**config.mk**
```make
export PLATFORM = sky130hd
export DESIGN_NAME = mem_arbiter
export DESIGN_NICKNAME = d
export VERILOG_FILES = /design/src/rtl/mem_arb_pkg.sv /design/src/rtl/mem_arb_pick.sv /design/src/rtl/mem_arbiter.sv
export SDC_FILE = /design/constraint.sdc
export NUM_CORES = 1
export LEC_CHECK = 0
export ABC_AREA = 1
export CORE_ASPECT_RATIO = 1.5
export CORE_MARGIN = 5
export CORE_UTILIZATION = 33
export CTS_CLUSTER_DIAMETER = 80
export DETAILED_ROUTE_END_ITERATION = 7
export PLACE_DENSITY = 0.84
export SLEW_MARGIN = 0
export SYNTH_ARGS = -nofsm -noshare
export SYNTH_HDL_FRONTEND = slang
export SYNTH_HIERARCHICAL = 1
export SYNTH_SLANG_ARGS = --single-unit
export TNS_END_PERCENT = 50
```
**constraint.sdc**
```tcl
create_clock -name clk -period 1.5 [get_ports clk]
set_input_delay 0.15 -clock clk [delete_from_list [all_inputs] [get_ports clk]]
set_output_delay 0.15 -clock clk [all_outputs]
set_load 0.03 [all_outputs]
```
**src/rtl/mem_arb_pkg.sv**
```systemverilog
// mem_arb_pkg
//   Shared types for the memory-port arbiter: FSM state encoding, grant
//   encoding and the default data width.
package mem_arb_pkg;

  localparam int DATA_LEN_DEF = 32;

  typedef enum logic [1:0] {
    ST_IDLE    = 2'd0,
    ST_ISSUE   = 2'd1,
    ST_WAIT    = 2'd2,
    ST_DELIVER = 2'd3
  } arb_state_t;

  typedef enum logic [1:0] {
    GNT_NONE = 2'd0,
    GNT_IFU  = 2'd1,
    GNT_LSU  = 2'd2
  } grant_t;

endpackage

```
**src/rtl/mem_arb_pick.sv**
```systemverilog
// mem_arb_pick
//   Combinational winner select between IFU and LSU requests.
//   Build option MEM_ARB_RR_EN:
//     defined   - round-robin on a tie: the master not served last wins
//     undefined - fixed priority, LSU beats IFU
//   A single requester always wins.
// Ports
//   ifu_valid   in   IFU request pending
//   lsu_valid   in   LSU request pending
//   last_grant  in   master served last (only with MEM_ARB_RR_EN)
//   winner      out  selected master, GNT_NONE when nobody requests
module mem_arb_pick
  import mem_arb_pkg::*;
(
  input  logic   ifu_valid,
  input  logic   lsu_valid,
`ifdef MEM_ARB_RR_EN
  input  grant_t last_grant,
`endif
  output grant_t winner
);

  always_comb begin
    winner = GNT_NONE;
    if (ifu_valid && lsu_valid) begin
`ifdef MEM_ARB_RR_EN
      winner = (last_grant == GNT_LSU) ? GNT_IFU : GNT_LSU;
`else
      winner = GNT_LSU;
`endif
    end else if (lsu_valid) begin
      winner = GNT_LSU;
    end else if (ifu_valid) begin
      winner = GNT_IFU;
    end
  end

endmodule

```
**src/rtl/mem_arbiter.sv**
```systemverilog
// mem_arbiter
//   Shares the single memory port between IFU (fetch, read-only) and LSU
//   (load/store). One transaction outstanding; the response goes back only
//   to the master that issued it. Optional round-robin tie-break with
//   MEM_ARB_RR_EN (see mem_arb_pick).
// Ports
//   clk, rst_n                   clock, synchronous active-low reset
//   ifu_req_* / ifu_rsp_*        IFU request (valid/ready/addr) and response
//   lsu_req_* / lsu_rsp_*        LSU request (valid/ready/wen/addr/wdata/wstrb)
//                                and response
//   mem_req_* / mem_rsp_*        memory request (registered payload) and response
//
// state       | meaning
// ------------+--------------------------------------------------------
// ST_IDLE     | no transaction; winner gets req_ready and payload latched
// ST_ISSUE    | mem_req_valid with latched payload until mem_req_ready
// ST_WAIT     | mem_rsp_ready; capture read data on mem_rsp_valid
// ST_DELIVER  | granted master's rsp_valid until its rsp_ready
module mem_arbiter
  import mem_arb_pkg::*;
#(
  parameter int DATA_LEN = DATA_LEN_DEF,
  parameter int STRB_LEN = DATA_LEN / 8
) (
  input  logic                clk,
  input  logic                rst_n,
  input  logic                ifu_req_valid,
  output logic                ifu_req_ready,
  input  logic [DATA_LEN-1:0] ifu_req_addr,
  output logic                ifu_rsp_valid,
  input  logic                ifu_rsp_ready,
  output logic [DATA_LEN-1:0] ifu_rsp_rdata,
  input  logic                lsu_req_valid,
  output logic                lsu_req_ready,
  input  logic                lsu_req_wen,
  input  logic [DATA_LEN-1:0] lsu_req_addr,
  input  logic [DATA_LEN-1:0] lsu_req_wdata,
  input  logic [STRB_LEN-1:0] lsu_req_wstrb,
  output logic                lsu_rsp_valid,
  input  logic                lsu_rsp_ready,
  output logic [DATA_LEN-1:0] lsu_rsp_rdata,
  output logic                mem_req_valid,
  input  logic                mem_req_ready,
  output logic                mem_req_wen,
  output logic [DATA_LEN-1:0] mem_req_addr,
  output logic [DATA_LEN-1:0] mem_req_wdata,
  output logic [STRB_LEN-1:0] mem_req_wstrb,
  input  logic                mem_rsp_valid,
  output logic                mem_rsp_ready,
  input  logic [DATA_LEN-1:0] mem_rsp_rdata
);

  arb_state_t          state_q, state_d;
  grant_t              grant_q, grant_d;
  grant_t              winner;
  logic                accept;
  logic                rsp_take;
  logic                wen_q;
  logic [DATA_LEN-1:0] addr_q, wdata_q, rdata_q;
  logic [STRB_LEN-1:0] wstrb_q;

`ifdef MEM_ARB_RR_EN
  grant_t              last_grant_q;

  // Reset value IFU makes the LSU win the first tie.
  always_ff @(posedge clk) begin
    if (!rst_n)      last_grant_q <= GNT_IFU;
    else if (accept) last_grant_q <= winner;
  end

  mem_arb_pick u_pick (
    .ifu_valid  (ifu_req_valid),
    .lsu_valid  (lsu_req_valid),
    .last_grant (last_grant_q),
    .winner     (winner)
  );
`else
  mem_arb_pick u_pick (
    .ifu_valid  (ifu_req_valid),
    .lsu_valid  (lsu_req_valid),
    .winner     (winner)
  );
`endif

  // req_ready is combinational; gating with rst_n keeps it low while reset
  // is held even though the synchronous reset has not yet reached state_q.
  assign accept        = rst_n && (state_q == ST_IDLE) && (winner != GNT_NONE);
  assign ifu_req_ready = accept && (winner == GNT_IFU);
  assign lsu_req_ready = accept && (winner == GNT_LSU);

  assign mem_req_valid = (state_q == ST_ISSUE);
  assign mem_rsp_ready = (state_q == ST_WAIT);
  assign ifu_rsp_valid = (state_q == ST_DELIVER) && (grant_q == GNT_IFU);
  assign lsu_rsp_valid = (state_q == ST_DELIVER) && (grant_q == GNT_LSU);
  assign rsp_take      = (ifu_rsp_valid && ifu_rsp_ready) || (lsu_rsp_valid && lsu_rsp_ready);

  assign mem_req_wen   = wen_q;
  assign mem_req_addr  = addr_q;
  assign mem_req_wdata = wdata_q;
  assign mem_req_wstrb = wstrb_q;
  assign ifu_rsp_rdata = rdata_q;
  assign lsu_rsp_rdata = rdata_q;

  always_ff @(posedge clk) begin
    if (!rst_n) begin
      state_q <= ST_IDLE;
      grant_q <= GNT_NONE;
    end else begin
      state_q <= state_d;
      grant_q <= grant_d;
    end
  end

  always_comb begin
    state_d = state_q;
    grant_d = grant_q;
    case (state_q)
      ST_IDLE: begin
        if (accept) begin
          state_d = ST_ISSUE;
          grant_d = winner;
        end
      end
      ST_ISSUE:   if (mem_req_ready) state_d = ST_WAIT;
      ST_WAIT:    if (mem_rsp_valid) state_d = ST_DELIVER;
      ST_DELIVER: begin
        if (rsp_take) begin
          state_d = ST_IDLE;
          grant_d = GNT_NONE;
        end
      end
      default: begin
        state_d = ST_IDLE;
        grant_d = GNT_NONE;
      end
    endcase
  end

  // Fetches carry no write data; their write fields are forced to zero.
  always_ff @(posedge clk) begin
    if (!rst_n) begin
      wen_q   <= 1'b0;
      addr_q  <= '0;
      wdata_q <= '0;
      wstrb_q <= '0;
      rdata_q <= '0;
    end else begin
      if (accept) begin
        if (winner == GNT_LSU) begin
          wen_q   <= lsu_req_wen;
          addr_q  <= lsu_req_addr;
          wdata_q <= lsu_req_wdata;
          wstrb_q <= lsu_req_wstrb;
        end else begin
          wen_q   <= 1'b0;
          addr_q  <= ifu_req_addr;
          wdata_q <= '0;
          wstrb_q <= '0;
        end
      end
      if ((state_q == ST_WAIT) && mem_rsp_valid) rdata_q <= mem_rsp_rdata;
    end
  end

endmodule

```
==> flow_metrics.tcl <==
set metrics [dict create \
    status "finished with violations" \
    violations "negative setup slack" \
    cts.sink_count 105 \
    avgRoutedWirePerCell_um 15.9 \
    dr.pass1.iters 4 \
    grt_pass1_vias 4423 \
    place.gp.congestion 0.838 \
    fillerInstances 1208 \
    ant_nets 0 \
    die_w_um 105 \
    worstPathRequired_ns 1.73 \
    crit_arrival_ns 1.77 \
    crit_path_end_kind "flop" \
    start_util_pct 33.4 \
    finalHoldViolations 0 \
    synthesis.instances 537 \
    fin_tns_setup_ns -0.0896 \
    tightestPinTransition_ns 0.375 \
    path_max_fanout 12 \
    clock_path_buffers 2 \
    p_switching_w 0.00457 \
    grt_max_degree 59 \
    layout-drive-gt1-share_pct 16.3 \
    fmax_mhz 652 \
    cap_viol_max_count 0 \
    grt.overflow.total 0 \
    ys_seq_area_share_pct 47.0 \
    die_h_um 153 \
    synth_commonest_cells "dfxtp_1 (105), nor2_1 (87), nand2_1 (56), o21ai_0 (56), a21oi_1 (48)" \
    seq_power_share_pct 31.9 \
    power.share.clock_pct 21.8 \
    ys_ff_latch 105 \
    viasPerCell 4.68 \
    yosys_warnings 6 \
    drcViolationCount 0 \
    syn-cell-area_sq_um 4470 \
    cellInternalPower_w 0.00673 \
    syn_avg_cell_area_sq_um 8.33 \
    synth_top_cell_by_area "dfxtp_1" \
    pre_cts_ws_ns -0.238 \
    nets 940 \
    power_switching_share_pct 40.4 \
    synth_edf_count 0 \
    synthArstFlopShare_pct 0 \
    cts_tree "yes" \
    drtIter0Drc 218 \
    fin_skew_ns 0.00999 \
    io_buffers 279 \
    netlist_top_cells_area "dfxtp_1 (47%), nor2_1 (7.3%), o21ai_0 (6.3%)" \
    syn_nets 682 \
    synth.most_common_cell "dfxtp_1" \
    synth_top_area_share_pct 47.0 \
    p_leak_nw 3.53 \
    crit_type "flop to flop" \
    htreeDepth 3 \
    seqCellArea_sq_um 2100 \
    insertion_delay_ns 0.35 \
    finalCritPeriodShare_pct 102 \
    antennaDiodeCount 0 \
    numCtsBuffers 9 \
    synth_cell_types 28 \
    dpl.hpwl_mm 11.5 \
    startpoint_type "flop" \
    final.min_clock_period_ns 1.53 \
    cts.root.buffer_cell "clkbuf_16" \
    hold_class "primary input to flop" \
    io_pins 280 \
    clkTransAtPathRegs_ns 0.08 \
    rows 52 \
    num_vias 4501 \
    routed_wl_mm 15.3 \
    ir_drop_uv 789 \
    p_comb_share_pct 46.3 \
    multi_input_area_sq_um 1910 \
    antenna_found_initial 0 \
    max_slew_margin_pct 75.0 \
    rsz0062_at_grt "true" \
    die-area_sq_um 16000 \
    coreArea_sq_um 13400 \
    power_density_nw_per_um2 1480 \
    setup_violations 7 \
    setup_ws_ns -0.0336 \
    grt_use_total_pct 18.0 \
    areaGrowthSynthToFinish_pct 70.9 \
    synthFlopType "dfxtp_1" \
    maxSlewViolCount 0 \
    grt_pass1_wl_mm 23.1 \
]
==> area by class of cell <==
type	instances	area share, %
multi-input combinational	342	25.0
inverter	22	1.16
timing repair buffer	315	39.6
clock inverter	6	0.949
sequential	105	27.5
clock buffer	10	3.12
tap	162	2.65
==> per-layer routing <==
| metal | track usage, % | wire, um | vias up |
|---|---|---|---|
| met5 | 0 | 0 | - |
| met4 | 6.52 | 382 | 0 |
| met3 | 5.00 | 948 | 23 |
| met2 | 32.9 | 8170 | 162 |
| met1 | 19.5 | 5790 | 2043 |
| li1 | - | - | 2273 |
==> per-stage QoR <==
| step | util (%) | cell area (sq um) | std cells | total power, W | hold slack [ns] |
|---|---|---|---|---|---|
| global route | 57.1 | 7650 | 962 | 0.0119 | 0.276 |
| global placement | 54.3 | 7280 | 936 | 0.00897 | 0.486 |
| CTS | 56.6 | 7580 | 961 | 0.0113 | 0.247 |
| finish | 57.1 | 7650 | 962 | 0.0113 | 0.273 |
| floorplan | - | 4480 | 537 | 0.00691 | 0.284 |
| detailed placement | 54.3 | 7280 | 936 | 0.00905 | 0.493 |
==> flip-flops by register name, indices dropped and copies added (netlist names) <==
signal and count:
grant_q 2, mem_req_wstrb 4, ifu_rsp_rdata 32, mem_req_wen 1, mem_req_wdata 32, state_q 2
mem_req_addr 32
==> worst paths after layout <==
| check | slack [ns] | cells past startpoint | end | startpoint |
|---|---|---|---|---|
| min reg2reg | 0.49 | 2 | ifu_rsp_rdata[9] | ifu_rsp_rdata[9] |
| min | 0.27 | 4 | state_q[1] | rst_n |
| max reg2reg | -0.03 | 10 | mem_req_wdata[25] | state_q[0] |
| max | -0.03 | 10 | mem_req_wdata[25] | state_q[0] |
==> critical path, cell delays in order (launching register included) <==
cell	delay, ns
dfxtp_2	0.32
inv_2	0.07
ha_4	0.15
nand2_4	0.05
inv_4	0.05
nand2_4	0.05
buf_4	0.17
buf_16	0.16
buf_4	0.15
a22oi_1	0.20
nor2_1	0.05
==> kinds of logic after synthesis <==
group,Yosys count,synth area share (%)
compound gates,157,22.1
fa+ha+maj,4,1.12
buf+inv,90,12.1
flops,105,47.0
simple gates,181,17.7
==> what timing repair did <==
item                                    in CTS  in global routing
buffers inserted                             7                  1
hold buffers                                 0                  0
cloned                                       2                  0
endpoints found under the setup margin     145                 62
pin swaps                                    5                  5
resized for setup                          146                 24
==> placed cells by master, fill, tap and decap left out, types with 2 or more instances in the layout <==
cell type	instances
buf_16	3
clkdlybuf4s50_1	138
buf_12	6
o21ai_1	14
a22oi_2	25
dlygate4sd2_1	133
nand3_1	5
nor2_4	2
nand4_1	4
ha_4	2
buf_8	2
inv_2	8
nand2_1	54
nand2_4	3
a21oi_1	48
dfxtp_1	103
inv_1	12
nor3_2	2
dfxtp_2	2
buf_4	31
clkbuf_16	9
nand2_2	2
a22oi_1	12
nor2_2	20
inv_6	2
a31oi_1	8
o21ai_0	50
nor2_1	86
==> power groups by stage <==
stage          logic, W  clock network [W]  registers, W
5_1_grt         0.00563            0.00263       0.00368
4_1_cts         0.00519            0.00254       0.00360
3_5_place_dp    0.00537                  0       0.00368
2_1_floorplan   0.00236                  0       0.00455
3_3_place_gp    0.00531                  0       0.00366
6_report        0.00523            0.00247       0.00361
No activity file was read; power rests on OpenSTA's default activity.
==> RTL edit: new RTL, same flow settings <==
Set the package constant `DATA_LEN_DEF` to 16 (it was 32).
--- a/src/rtl/mem_arb_pkg.sv
+++ b/src/rtl/mem_arb_pkg.sv
@@ -4,5 +4,5 @@
 package mem_arb_pkg;
 
-  localparam int DATA_LEN_DEF = 32;
+  localparam int DATA_LEN_DEF = 16;
 
   typedef enum logic [1:0] {
Ports: changed (10 resized); port bits go from 280 to 148. No check against the original RTL was run, so the function may have changed too.
==> RTL edit against the unedited design <==
  * The run still ends with setup timing left
  * Setup slack worse by 0.014 ns
  * Critical path depth is 1 lower
  * Utilization is 0.90 points higher
  * Clock skew is 0.0031 ns lower
  * Maximum frequency is 0.93% lower
  * Sequential cell count is 50 lower
  * Cell area is 46% lower
  * Wire length is 49% lower
  * Synthesized area is 47% lower
  * Power is 48% lower
  * Count of clock-buffer cells in the layout is 3 lower
  * Global-route usage is 0.86 points lower
  * Worst hold slack better by 0.12 ns
  * Combinational power is 40% lower
  * Critical endpoint is now lsu_req_ready
==> RTL edit: results (changes against the unedited design) <==
Global routing
  • First-pass GRT wire length: 12.4 mm (-46%)
  • Met3 Use GR: 4.49% (-0.51 points)
  • Tot GR Track Use: 17.1% (-0.86 points)
  • Global routing usage on met2: 33.0% (+0.16 points)
  • Largest net degree at the start of global routing: 38 (-36%)

Timing
  • Setup tns final: -0.0480 ns (+0.0416 ns)
  • Worst setup margin: -0.0480 ns (-0.0145 ns)
  • Skew final: 0.00690 ns (-0.00310 ns)
  • Worst-margin pin slew: 0.344 ns (-0.0312 ns)
  • Finish-stage setup viols: 1 (-6)

Clocking
  • Root cell of the clock tree: clkbuf_8
  • Htree depth: 2 (-1)

Synth
  • Cells after synthesis: 302 (-44%)
  • Fraction of the yosys area taken by sequential cells: 46.0% (-0.98 points)
  • Synth top area cells: dfxtp_1, nor2_1, o21ai_0
  • Top post-synthesis cells by count: nor2_1, dfxtp_1, nand2_1
  • Syn nets: 381 (-44%)

Placement
  • Placement Setup Slack: -0.281 ns (-0.0434 ns)
  • Final HPWL DP: 5.93 mm (-49%)
  • Area after DPL: 3940 um2 (-46%)
  • Number of I/O port buffers: 147 (-47%)

Power and ir drop
  • Sw Share: 42.3% (+1.9 points)
  • Combinational logic power: 3120 uW (-40%)
  • Power density over the cells: 1420 nW/um2 (-4.2%)

Worst setup path
  • Slowest CP cell: clkdlybuf4s50_1
  • CP peak stage delay: 0.40 ns (+0.08 ns)
  • Critical Path AT: 1.40 ns (-0.37 ns)
  • Critical path fanouts, max: 5 (-7)

Drt
  • Wirelength per Cell: 14.1 um (-11%)
  • Vias per inst: 4.68 (about the same)

Run status
  • Status: complete, but fails checks
  • Failing checks: setup timing

Final layout
  • Share of cells above drive strength 1: 16.9% (+0.67 points)
RTL edit: cell count changes in the layout (fill, tap and decap cells not counted), sizes merged, moves of 18 or more:
cell	unedited run	this run
dlygate4sd2	133	50
clkdlybuf4s50	138	74
dfxtp	105	55
nor2	109	59
a21oi	48	14
o21ai	64	32
a22oi	37	19
RTL edit: final cells by class:
cell class	instances	area [um2]
multi-input combinational	194	1080
clock inverter	1	8.76
inverter	22	87.6
fill	658	3020
timing repair buffer	176	1670
tap	100	125
sequential	55	1100
clock buffer	7	86.3
RTL edit: logic make-up after synthesis:
group | Yosys count | share of synthesized area (%)
AO/OA/AOI/OAI | 74 | 18.3
adder cells (fa/ha/maj) | 4 | 2.09
buffers and inverters | 53 | 12.4
flip-flops | 55 | 46.0
AND/OR/NAND/NOR | 116 | 21.1
RTL edit: tightest hold or removal path: cells and delay by family:
kind,cells,cell delay [ns]
compound gates,1,0.06
simple gates,1,0.06
buf+inv,1,0.39
RTL edit: final timing paths:
| path | startpoint | end | cells past startpoint | slack (ns) |
|---|---|---|---|---|
| setup / recovery | ifu_req_valid | lsu_req_ready | 9 | -0.05 |
| hold / removal | lsu_req_addr[6] | mem_req_addr[6] | 3 | 0.39 |
| setup reg to reg | state_q[0] | state_q[1] | 11 | 0.09 |
| hold reg to reg | ifu_rsp_rdata[15] | ifu_rsp_rdata[15] | 2 | 0.50 |
RTL edit: timing repair:
action | CTS | global route
resized for setup | 71 | 35
buffers inserted | 8 | 0
endpoints found under the setup margin | 70 | 58
cloned | 1 | 0
pin swaps | 3 | 6
RTL edit: layer usage:
layer	vias up	routed length (um)
li1	1283	-
met1	1186	2730
met3	17	559
met4	0	180
met2	111	4340
met5	-	0
